<file path="src/rtl/mem_access_pkg.sv">
`default_nettype none
// ============================================================================
// Module   : mem_access_pkg
// Purpose  : Shared size encodings, FSM state type and lane constants.
// Revision : 1.0 - initial release
// ============================================================================
package mem_access_pkg;

    localparam logic [1:0] SZ_BYTE = 2'b00;
    localparam logic [1:0] SZ_HALF = 2'b01;
    localparam logic [1:0] SZ_WORD = 2'b10;
    localparam logic [1:0] SZ_RSVD = 2'b11;

    localparam int WORD_BYTES = 4;
    localparam int LANE_W     = $clog2(WORD_BYTES);

    typedef enum logic [1:0] {
        IDLE = 2'd0,
        RD   = 2'd1,
        WR   = 2'd2,
        RESP = 2'd3
    } state_t;

endpackage
`default_nettype wire

</file>
<file path="src/rtl/ls_lane_align.sv">
`default_nettype none
// ============================================================================
// Module   : ls_lane_align
// Purpose  : Little-endian lane extract/extend for loads, lane merge for stores.
// Revision : 1.0 - initial release
// ============================================================================
module ls_lane_align
    import mem_access_pkg::*;
#(
    parameter int DATA_W = 32
) (
    input  logic [DATA_W-1:0] i_word,
    input  logic [DATA_W-1:0] i_wdata,
    input  logic [1:0]        i_size,
    input  logic [LANE_W-1:0] i_lane,
    input  logic              i_unsigned,
    output logic [DATA_W-1:0] o_load_data,
    output logic [DATA_W-1:0] o_store_word
);

    logic [7:0]  w_byte;
    logic [15:0] w_half;

    always_comb begin
        w_byte       = i_word[{i_lane, 3'b000} +: 8];
        w_half       = i_word[{i_lane[1], 4'b0000} +: 16];
        o_load_data  = '0;
        o_store_word = i_word;
        case (i_size)
            SZ_BYTE: begin
                o_load_data = {{(DATA_W-8){w_byte[7] & ~i_unsigned}}, w_byte};
                o_store_word[{i_lane, 3'b000} +: 8] = i_wdata[7:0];
            end
            SZ_HALF: begin
                o_load_data = {{(DATA_W-16){w_half[15] & ~i_unsigned}}, w_half};
                o_store_word[{i_lane[1], 4'b0000} +: 16] = i_wdata[15:0];
            end
            SZ_WORD: begin
                o_load_data  = i_word;
                o_store_word = i_wdata;
            end
            default: ;
        endcase
    end

endmodule
`default_nettype wire

</file>
<file path="src/rtl/mem_access_unit.sv">
`default_nettype none
// ============================================================================
// Module   : mem_access_unit
// Purpose  : MEM-stage load/store initiator with sub-word read-modify-write.
//            Define MISALIGN_TRAP_EN to trap misaligned half/word accesses.
// Revision : 1.0 - initial release
// ============================================================================
module mem_access_unit
    import mem_access_pkg::*;
#(
    parameter int ADDR_W     = 32,
    parameter int DATA_W     = 32,
    parameter int WORD_IDX_W = 5
) (
    input  logic              clk,
    input  logic              rst_n,
    input  logic              req_valid,
    output logic              req_ready,
    input  logic              req_we,
    input  logic [1:0]        req_size,
    input  logic              req_unsigned,
    input  logic [ADDR_W-1:0] req_addr,
    input  logic [DATA_W-1:0] req_wdata,
    output logic              resp_valid,
    output logic [DATA_W-1:0] resp_rdata,
    output logic              resp_err,
    output logic              stall,
    output logic [ADDR_W-1:0] mem_a,
    output logic [DATA_W-1:0] mem_writedata,
    output logic              mem_writeEn,
    output logic              mem_memRead,
    input  logic [DATA_W-1:0] mem_rd
);

    state_t              r_state;
    state_t              w_next;
    logic [LANE_W-1:0]   r_lane;
    logic [1:0]          r_size;
    logic                r_we;
    logic                r_uns;
    logic                r_err;
    logic [DATA_W-1:0]   r_wdata;
    logic [DATA_W-1:0]   r_rword;
    logic [ADDR_W-1:0]   r_mem_a;
    logic [DATA_W-1:0]   r_mem_wdata;

    logic                w_accept;
    logic                w_misalign;
    logic                w_err;
    logic                w_word_store;
    logic [ADDR_W-1:0]   w_addr_al;
    logic [ADDR_W-1:0]   w_widx;
    logic [DATA_W-1:0]   w_word_in;
    logic [DATA_W-1:0]   w_load;
    logic [DATA_W-1:0]   w_store;

    assign w_accept     = req_valid & (r_state == IDLE);
    assign w_word_store = req_we & (req_size == SZ_WORD);

    always_comb begin
        w_addr_al = req_addr;
        case (req_size)
            SZ_HALF: w_addr_al[0]   = 1'b0;
            SZ_WORD: w_addr_al[1:0] = 2'b00;
            default: ;
        endcase
    end

`ifdef MISALIGN_TRAP_EN
    assign w_misalign = ((req_size == SZ_HALF) && req_addr[0]) ||
                        ((req_size == SZ_WORD) && (req_addr[1:0] != 2'b00));
`else
    assign w_misalign = 1'b0;
`endif

    assign w_err = (req_size == SZ_RSVD) | w_misalign;

    // Bits above the decoded index pass through untouched; the memory ignores them.
    assign w_widx = {2'b00, w_addr_al[ADDR_W-1:WORD_IDX_W+2], w_addr_al[WORD_IDX_W+1:2]};

    always_ff @(posedge clk or negedge rst_n) begin
        if (!rst_n) r_state <= IDLE;
        else        r_state <= w_next;
    end

    always_comb begin
        w_next = r_state;
        case (r_state)
            IDLE: begin
                if (w_accept) begin
                    if (w_err)             w_next = RESP;
                    else if (w_word_store) w_next = WR;
                    else                   w_next = RD;
                end
            end
            RD:      w_next = r_we ? WR : RESP;
            WR:      w_next = RESP;
            RESP:    w_next = IDLE;
            default: w_next = IDLE;
        endcase
    end

    always_ff @(posedge clk or negedge rst_n) begin
        if (!rst_n) begin
            r_lane      <= '0;
            r_size      <= '0;
            r_we        <= 1'b0;
            r_uns       <= 1'b0;
            r_err       <= 1'b0;
            r_wdata     <= '0;
            r_rword     <= '0;
            r_mem_a     <= '0;
            r_mem_wdata <= '0;
        end else begin
            if (w_accept) begin
                r_lane  <= w_addr_al[LANE_W-1:0];
                r_size  <= req_size;
                r_we    <= req_we;
                r_uns   <= req_unsigned;
                r_err   <= w_err;
                r_wdata <= req_wdata;
                if (!w_err) r_mem_a <= w_widx;
                if (!w_err && w_word_store) r_mem_wdata <= req_wdata;
            end
            // Sub-word stores merge into the word fetched during RD.
            if (r_state == RD) begin
                r_rword <= mem_rd;
                if (r_we) r_mem_wdata <= w_store;
            end
        end
    end

    assign w_word_in = (r_state == RD) ? mem_rd : r_rword;

    ls_lane_align #(
        .DATA_W (DATA_W)
    ) u_lane (
        .i_word       (w_word_in),
        .i_wdata      (r_wdata),
        .i_size       (r_size),
        .i_lane       (r_lane),
        .i_unsigned   (r_uns),
        .o_load_data  (w_load),
        .o_store_word (w_store)
    );

    assign req_ready     = (r_state == IDLE);
    assign stall         = (r_state != IDLE);
    assign mem_memRead   = (r_state == RD);
    assign mem_writeEn   = (r_state == WR);
    assign mem_a         = r_mem_a;
    assign mem_writedata = r_mem_wdata;
    assign resp_valid    = (r_state == RESP);
    assign resp_err      = (r_state == RESP) & r_err;
    assign resp_rdata    = ((r_state == RESP) && !r_we && !r_err) ? w_load : '0;

endmodule
`default_nettype wire
</file>
<file path="config.mk">
export PLATFORM = sky130hd
export DESIGN_NAME = mem_access_unit
export DESIGN_NICKNAME = d
export VERILOG_FILES = /design/src/rtl/mem_access_pkg.sv /design/src/rtl/ls_lane_align.sv /design/src/rtl/mem_access_unit.sv
export SDC_FILE = /design/constraint.sdc
export NUM_CORES = 1
export LEC_CHECK = 0
export ABC_AREA = 1
export BUFFER_PORTS_ARGS = -buffer_cell sky130_fd_sc_hd__clkbuf_2
export CELL_PAD_IN_SITES_DETAIL_PLACEMENT = 1
export CELL_PAD_IN_SITES_GLOBAL_PLACEMENT = 1
export CORE_ASPECT_RATIO = 0.9
export CORE_MARGIN = 1
export CORE_UTILIZATION = 34
export CTS_CLUSTER_DIAMETER = 50
export DETAILED_ROUTE_END_ITERATION = 10
export GPL_ROUTABILITY_DRIVEN = 0
export PLACE_DENSITY = 0.88
export SYNTH_ARGS = -nofsm -noshare
export SYNTH_HDL_FRONTEND = slang
export SYNTH_SLANG_ARGS = --single-unit
</file>
<file path="constraint.sdc">
create_clock -name clk -period 2.1 [get_ports clk]
set_input_delay 0.21 -clock clk [delete_from_list [all_inputs] [get_ports clk]]
set_output_delay 0.21 -clock clk [all_outputs]
set_load 0.01 [all_outputs]
</file>
==> results of run 1 <==
layout make-up:
| type | count | share of cell area (%) |
|---|---|---|
| multi-input combinational | 790 | 36.03 |
| sequential | 135 | 30.82 |
| timing repair buffer | 322 | 20.31 |
| clock buffer | 24 | 4.578 |
| inverter | 113 | 4.030 |
| tap | 291 | 3.322 |
| clock inverter | 7 | 0.8447 |
| timing repair inverter | 1 | 0.06849 |
power by group through the flow:
stage | clock network [mW] | logic (mW) | registers [mW]
final | 3.07 | 11.2 | 4.70
after global routing | 3.21 | 12.0 | 4.80
after CTS | 3.08 | 10.0 | 4.65
after detailed placement | 0 | 9.36 | 4.64
after global placement | 0 | 9.01 | 4.59
after floorplan | 0 | 5.13 | 4.73
placed cells by master (no fill, tap or decap), types with 6 or more instances in the layout:
master / netlist / layout
nand2_1: 362 / 334
clkbuf_2: 0 / 179
buf_12: 0 / 9
dlygate4sd3_1: 0 / 25
nand2_2: 2 / 29
clkbuf_16: 0 / 20
buf_2: 22 / 22
inv_1: 105 / 100
o22ai_1: 14 / 14
ha_1: 11 / 8
inv_2: 6 / 6
a22oi_1: 12 / 12
o211ai_1: 23 / 23
nor2_1: 82 / 79
buf_4: 5 / 76
nand3_2: 0 / 11
a211oi_1: 11 / 6
a21oi_1: 84 / 71
o21ai_0: 72 / 70
a21oi_2: 0 / 13
clkinvlp_4: 0 / 8
dfrtp_1: 135 / 135
nand3_1: 89 / 77
critical path: cells and delay by family, from the launching register on:
family | cells | cell delay, ns
buffers and inverters | 4 | 0.62
and+or+nand+nor | 5 | 0.50
DFF | 1 | 0.40
adders and majority gates | 1 | 0.21
AOI/OAI and AO/OA | 1 | 0.13
registers in the layout, indices dropped and copies added (netlist names):
signal / cells
r_wdata: 32
mem_writedata: 32
r_rword: 32
mem_a: 30
r_we: 1
r_uns: 1
r_size: 2
r_lane: 2
r_err: 1
r_state: 2
how the worst min path moves through the flow:
stage / slack, ns / cells after the start / startpoint / end
3_5_place_dp: 0.18 / 1 / rst_n / mem_writedata[1]
6_report: 0.006 / 3 / req_wdata[8] / r_wdata[8]
5_1_grt: 0.007 / 3 / req_addr[22] / mem_a[20]
4_1_cts: 0.004 / 3 / req_addr[23] / mem_a[21]
3_3_place_gp: 0.17 / 1 / rst_n / mem_writedata[6]
2_1_floorplan: -0.09 / 0 / rst_n / mem_a[0]
through the flow:
| step | power [mW] | setup WS, ns | instance area [um^2] | utilization, % |
|---|---|---|---|---|
| finish | 18.97 | -0.4288 | 10960 | 49.93 |
| global route | 19.97 | -0.4949 | 10960 | 49.93 |
| CTS | 17.77 | -0.2754 | 10590 | 48.23 |
| detailed placement | 13.99 | -0.03760 | 9468 | 43.13 |
| global placement | 13.60 | 0.05282 | 9468 | 43.13 |
| floorplan | 9.859 | 0.06212 | 7741 | - |
kinds of logic after synthesis:
logic type	after synthesis	synth area share (%)
AND/OR/NAND/NOR	548	28.64
AO/OA/AOI/OAI	227	16.74
buffers and inverters	176	9.137
flip-flops	135	43.66
adder cells (fa/ha/maj)	11	1.779
other	1	0.04847
what timing repair did:
item                       4_1_cts  5_1_grt
hold buffers                    25        0
pin swaps                        9       10
setup buffers                    6       10
gates cloned                     5        5
setup endpoints to repair       35      104
gates resized for setup         38       78
hold endpoints to repair        67        0
per-layer routing:
metal | global-route usage (%) | vias to the layer above | routed length, um
li1 | - | 4125 | -
met1 | 36.96 | 4474 | 14310
met2 | 46.03 | 524 | 16420
met3 | 7.604 | 88 | 3403
met4 | 11.79 | 0 | 1242
met5 | 0 | - | 0
==> results.json, run 1 <==
{
  "cts_tree": "built",
  "crit_path_end": "resp_rdata[15]",
  "die_w_um": 161.0,
  "fin_crit_sh_pct": 120.4,
  "max_freq_ghz": 0.3954,
  "grt_pass1_vias": 9579,
  "multi_input_area_um2": 3949,
  "max-cap-violations": 0,
  "post-route-min-period_ns": 2.529,
  "violations": "negative setup slack",
  "fp-row-count": 51,
  "worst-r2r-cell-count": 12,
  "synthFlopType": "dfrtp_1",
  "p_seq_share_pct": 24.8,
  "min-delay-path-class": "input port to register",
  "async_reset_ff_share_pct": 100.0,
  "irDropWorstVdd_uv": 785.5,
  "status": "finished, violations left",
  "reg2reg_from": "r_state[1]",
  "synth_seq_area_share_pct": 43.66,
  "die_h_um": 145.1,
  "rsz0062_at_grt": "yes",
  "dp.cells": 1601,
  "area_growth_syn_to_layout_pct": 41.66,
  "synth_cell_types": 30,
  "nNetsFinal": 1494,
  "synth_common_cells": "nand2_1, dfrtp_1, inv_1",
  "ys_warn_count": 0,
  "root_buffer": "clkbuf_16",
  "die-area_um2": 23370,
  "drt_iter0_markers": 878,
  "slowest_delay_ns": 0.40,
  "netlist_area_um2": 7737,
  "syn_avg_cell_area_um2": 7.047,
  "p_leak_nw": 5.638,
  "synthMostInstantiatedCell": "nand2_1",
  "antenna_found_initial": 0,
  "path_class": "register to primary output",
  "nFillCells": 2802,
  "start_util_pct": 35.25,
  "cts_max_level": 4,
  "io_buffers": 202,
  "grt_pass1_wl_um": 52360,
  "finalSetupTns_ns": -11.86,
  "crit_arrival_ns": 2.32,
  "finalWirelength_um": 35380,
  "post-dp-hpwl_um": 23620,
  "worstMarginPinSlew_ns": 0.6303,
  "clk_latency_ns": 0.44,
  "synth_edf_count": 0,
  "antenna_cells": 0,
  "hold_viol": 0,
  "cts.clk_slew.worst_paths_ns": 0.06,
  "synth_seq_cells": 135,
  "required_ns": 1.89,
  "grt.total_usage_pct": 28.88,
  "startpoint": "r_state[1]",
  "switching_share_pct": 48.44,
  "start_kind": "register",
  "crit_path_end_kind": "primary output",
  "gr-total-overflow": 0,
  "critPathMaxFanout": 6,
  "netSwitchingPower_mw": 9.189,
  "instances_no_fill": 1683,
  "clkPwrFrac_pct": 16.2,
  "comb_power_share_pct": 59.0,
  "grt_max_degree": 50,
  "setup_ws_ns": -0.4288,
  "synth_top_area_share_pct": 43.66,
  "slew_headroom_pct": 57.72,
  "power_density_nw_per_um2": 1731,
  "clk_path_buf_depth": 2,
  "io_pins": 205,
  "crit_path_cell_trace": "inv_2 -> ha_4 -> buf_6 -> nand2_2 -> nand3_2 -> nand3_2 -> nand2_2 -> nand3_4 -> clkbuf_16 -> a21oi_1 -> clkbuf_2",
  "yosys-top-cells-area": "dfrtp_1, nand2_1, nand3_1, a21oi_1, inv_1",
  "synth_top_area_cell": "dfrtp_1",
  "drc": 0,
  "numCtsBuffers": 17,
  "wl_per_cell_um": 21.02,
  "firstDrtPassIters": 7,
  "vias": 9211,
  "ff2ff_setup_slack_ns": 0.02,
  "register_area_um2": 3378,
  "core-area_um2": 21950,
  "setup_viol": 32,
  "worstReg2RegEnd": "mem_writedata[16]",
  "detail-route-antenna-nets": 0,
  "crit_slowest_cell": "dfrtp_1",
  "fin_skew_ns": 0.01017,
  "clock-sinks": 135,
  "cellInternalPower_mw": 9.779,
  "postSynthCellCount": 1098,
  "drive_gt1_share_pct": 29.81,
  "viasPerCell": 5.473,
  "final_max_slew_viol_count": 0,
  "holdWs_ns": 0.006395
}
No activity file was read; power rests on OpenSTA's default activity.
==> run 2, diff against run 1 <==
Settings changed: HOLD_SLACK_MARGIN set to 0.02.
==> run 2 against run 1 <==
The flow still finishes with violations (negative setup slack). Die area unchanged. Power about the same. Clock-buffer cell count unchanged. Worst setup slack got worse by 0.0086 ns. Critical path depth unchanged. Cell area increased by 1.1%. Clock power about the same. Via count increased by 0.59%. Clock skew decreased by 0.0018 ns. Flip-flop and latch count unchanged. Routed wire length increased by 0.13%. First-iteration DRC count increased by 1.6%. Largest cell class unchanged. Largest power group unchanged. Highest routed layer unchanged.
==> results.json, run 2 (same netlist as run 1, synthesis figures left out) <==
{
  "fp-row-count": 51,
  "grt_pass1_vias": 9698,
  "die_h_um": 145.1,
  "start_util_pct": 35.25,
  "post-route-min-period_ns": 2.537,
  "dp.cells": 1601,
  "required_ns": 1.89,
  "post-dp-hpwl_um": 23620,
  "instances_no_fill": 1695,
  "cts_max_level": 4,
  "numCtsBuffers": 17,
  "max-cap-violations": 0,
  "antenna_found_initial": 0,
  "detail-route-antenna-nets": 0,
  "switching_share_pct": 48.36,
  "core-area_um2": 21950,
  "busiest_layer": "met2",
  "fin_crit_sh_pct": 120.8,
  "irDropWorstVdd_uv": 780.3,
  "gr-usage-met2_pct": 46.12,
  "die_w_um": 161.0,
  "setup_ws_ns": -0.4374,
  "crit_arrival_ns": 2.33,
  "post-route-util_pct": 50.48,
  "gr-total-overflow": 0,
  "cts.clk_slew.worst_paths_ns": 0.06,
  "drc": 0,
  "firstDrtPassIters": 6,
  "crit_slowest_cell": "dfrtp_1",
  "hold_viol": 0,
  "use_met1_pct": 37.43,
  "fin_skew_ns": 0.008355,
  "crit_path_end_kind": "primary output",
  "status": "finished, violations left",
  "finalSetupTns_ns": -11.90,
  "clkPwrFrac_pct": 16.2,
  "setup_viol": 32,
  "design_power_total_mw": 18.97,
  "path_class": "register to primary output",
  "io_buffers": 202,
  "die-area_um2": 23370,
  "slew_headroom_pct": 55.89,
  "cellInternalPower_mw": 9.795,
  "place_area_um2": 9468,
  "clock-sinks": 135,
  "finalWirelength_um": 35430,
  "nNetsFinal": 1506,
  "min-delay-path-class": "input port to register",
  "wl_per_cell_um": 20.90,
  "grt.total_usage_pct": 29.13,
  "start_kind": "register",
  "vias": 9265,
  "p_leak_nw": 5.688,
  "worstMarginPinSlew_ns": 0.6576,
  "violations": "negative setup slack",
  "drive_gt1_share_pct": 29.56,
  "area_growth_syn_to_layout_pct": 43.21,
  "io_pins": 205,
  "crit_path_cell_trace": "inv_2 -> ha_4 -> buf_6 -> nand2_2 -> nand3_2 -> nand3_2 -> nand2_2 -> nand3_4 -> clkbuf_16 -> a21oi_1 -> clkbuf_2",
  "cts_tree": "built",
  "final_max_slew_viol_count": 0,
  "critPathMaxFanout": 6,
  "slowest_delay_ns": 0.41,
  "mostFrequentLayoutCells": "nand2_1, clkbuf_2, dfrtp_1",
  "root_buffer": "clkbuf_16",
  "grt_max_degree": 50,
  "viasPerCell": 5.466,
  "final_common_cell": "nand2_1",
  "rsz0062_at_grt": "yes",
  "clk_path_buf_depth": 2,
  "antenna_cells": 0,
  "final_area_um2": 11080,
  "grt_pass1_wl_um": 52890,
  "max_freq_ghz": 0.3941,
  "comb_power_share_pct": 59.0,
  "netSwitchingPower_mw": 9.172,
  "clk_latency_ns": 0.43,
  "power_density_nw_per_um2": 1712,
  "drt_iter0_markers": 892,
  "grtUsageMet3_pct": 7.461,
  "p_seq_share_pct": 24.8
}
## run 2: cell count changes in the layout (fill, tap and decap cells not counted)
| cell | previous run | this run |
|---|---|---|
| o21ai_0 | 70 | 69 |
| o21ai_1 | 2 | 3 |
| dlygate4sd3_1 | 25 | 37 |
## run 2: path summary, 6_finish.rpt
kind | start | endpoint | slack [ns] | cells past startpoint
worst max-delay path | r_state[1] | resp_rdata[15] | -0.44 | 11
worst min-delay path | req_wdata[29] | r_wdata[29] | 0.02 | 3
min in group asynchronous | rst_n | mem_writedata[6] | 0.30 | 2
worst max register to register | r_state[1] | mem_writedata[16] | 0.03 | 12
worst min register to register | mem_a[17] | mem_a[17] | 0.48 | 2
max in group asynchronous | rst_n | r_wdata[17] | 1.17 | 3
## run 2: per-stage QoR
stage	setup WS (ns)	hold slack, ns
2_1_floorplan	0.06212	-0.08559
3_3_place_gp	0.05282	0.1707
3_5_place_dp	-0.03760	0.1804
4_1_cts	-0.2754	0.02012
5_1_grt	-0.5206	0.02875
6_report	-0.4374	0.02429
## run 2: worst max-delay path: cells and delay by family (launching register included)
family / cells / cell delay (ns)
and+or+nand+nor: 5 / 0.50
DFF: 1 / 0.41
AOI/OAI and AO/OA: 1 / 0.14
buffers and inverters: 4 / 0.62
adders and majority gates: 1 / 0.21
## run 2: area by class of cell
cell class,instances,area (um^2)
clock inverters,7,92.59
multi-input cells,790,3949
clock buffers,24,501.7
repair inverters,1,7.507
repair buffers,334,2346
well taps,291,364.1
inverters,113,441.7
flip-flops and latches,135,3378
fillers,2796,10870
## run 2: what timing repair did
item	4_1_cts	5_1_grt
endpoints found under the setup margin	35	104
endpoints found under the hold margin	79	0
pin swaps	9	10
cloned	5	5
setup buffers	6	10
gates resized for setup	38	79
hold buffers	37	0
## run 2: power by group through the flow
stage	combinational, mW	clock, mW	sequential [mW]
global placement	9.01	0	4.59
detailed placement	9.36	0	4.64
global route	12.0	3.21	4.81
floorplan	5.13	0	4.73
CTS	10.1	3.08	4.65
finish	11.2	3.07	4.70
## run 2: per-layer routing
| layer | vias to the layer above | wire length [um] |
|---|---|---|
| li1 | 4154 | - |
| met1 | 4517 | 14320 |
| met2 | 502 | 16390 |
| met3 | 92 | 3423 |
| met4 | 0 | 1290 |
| met5 | - | 0 |
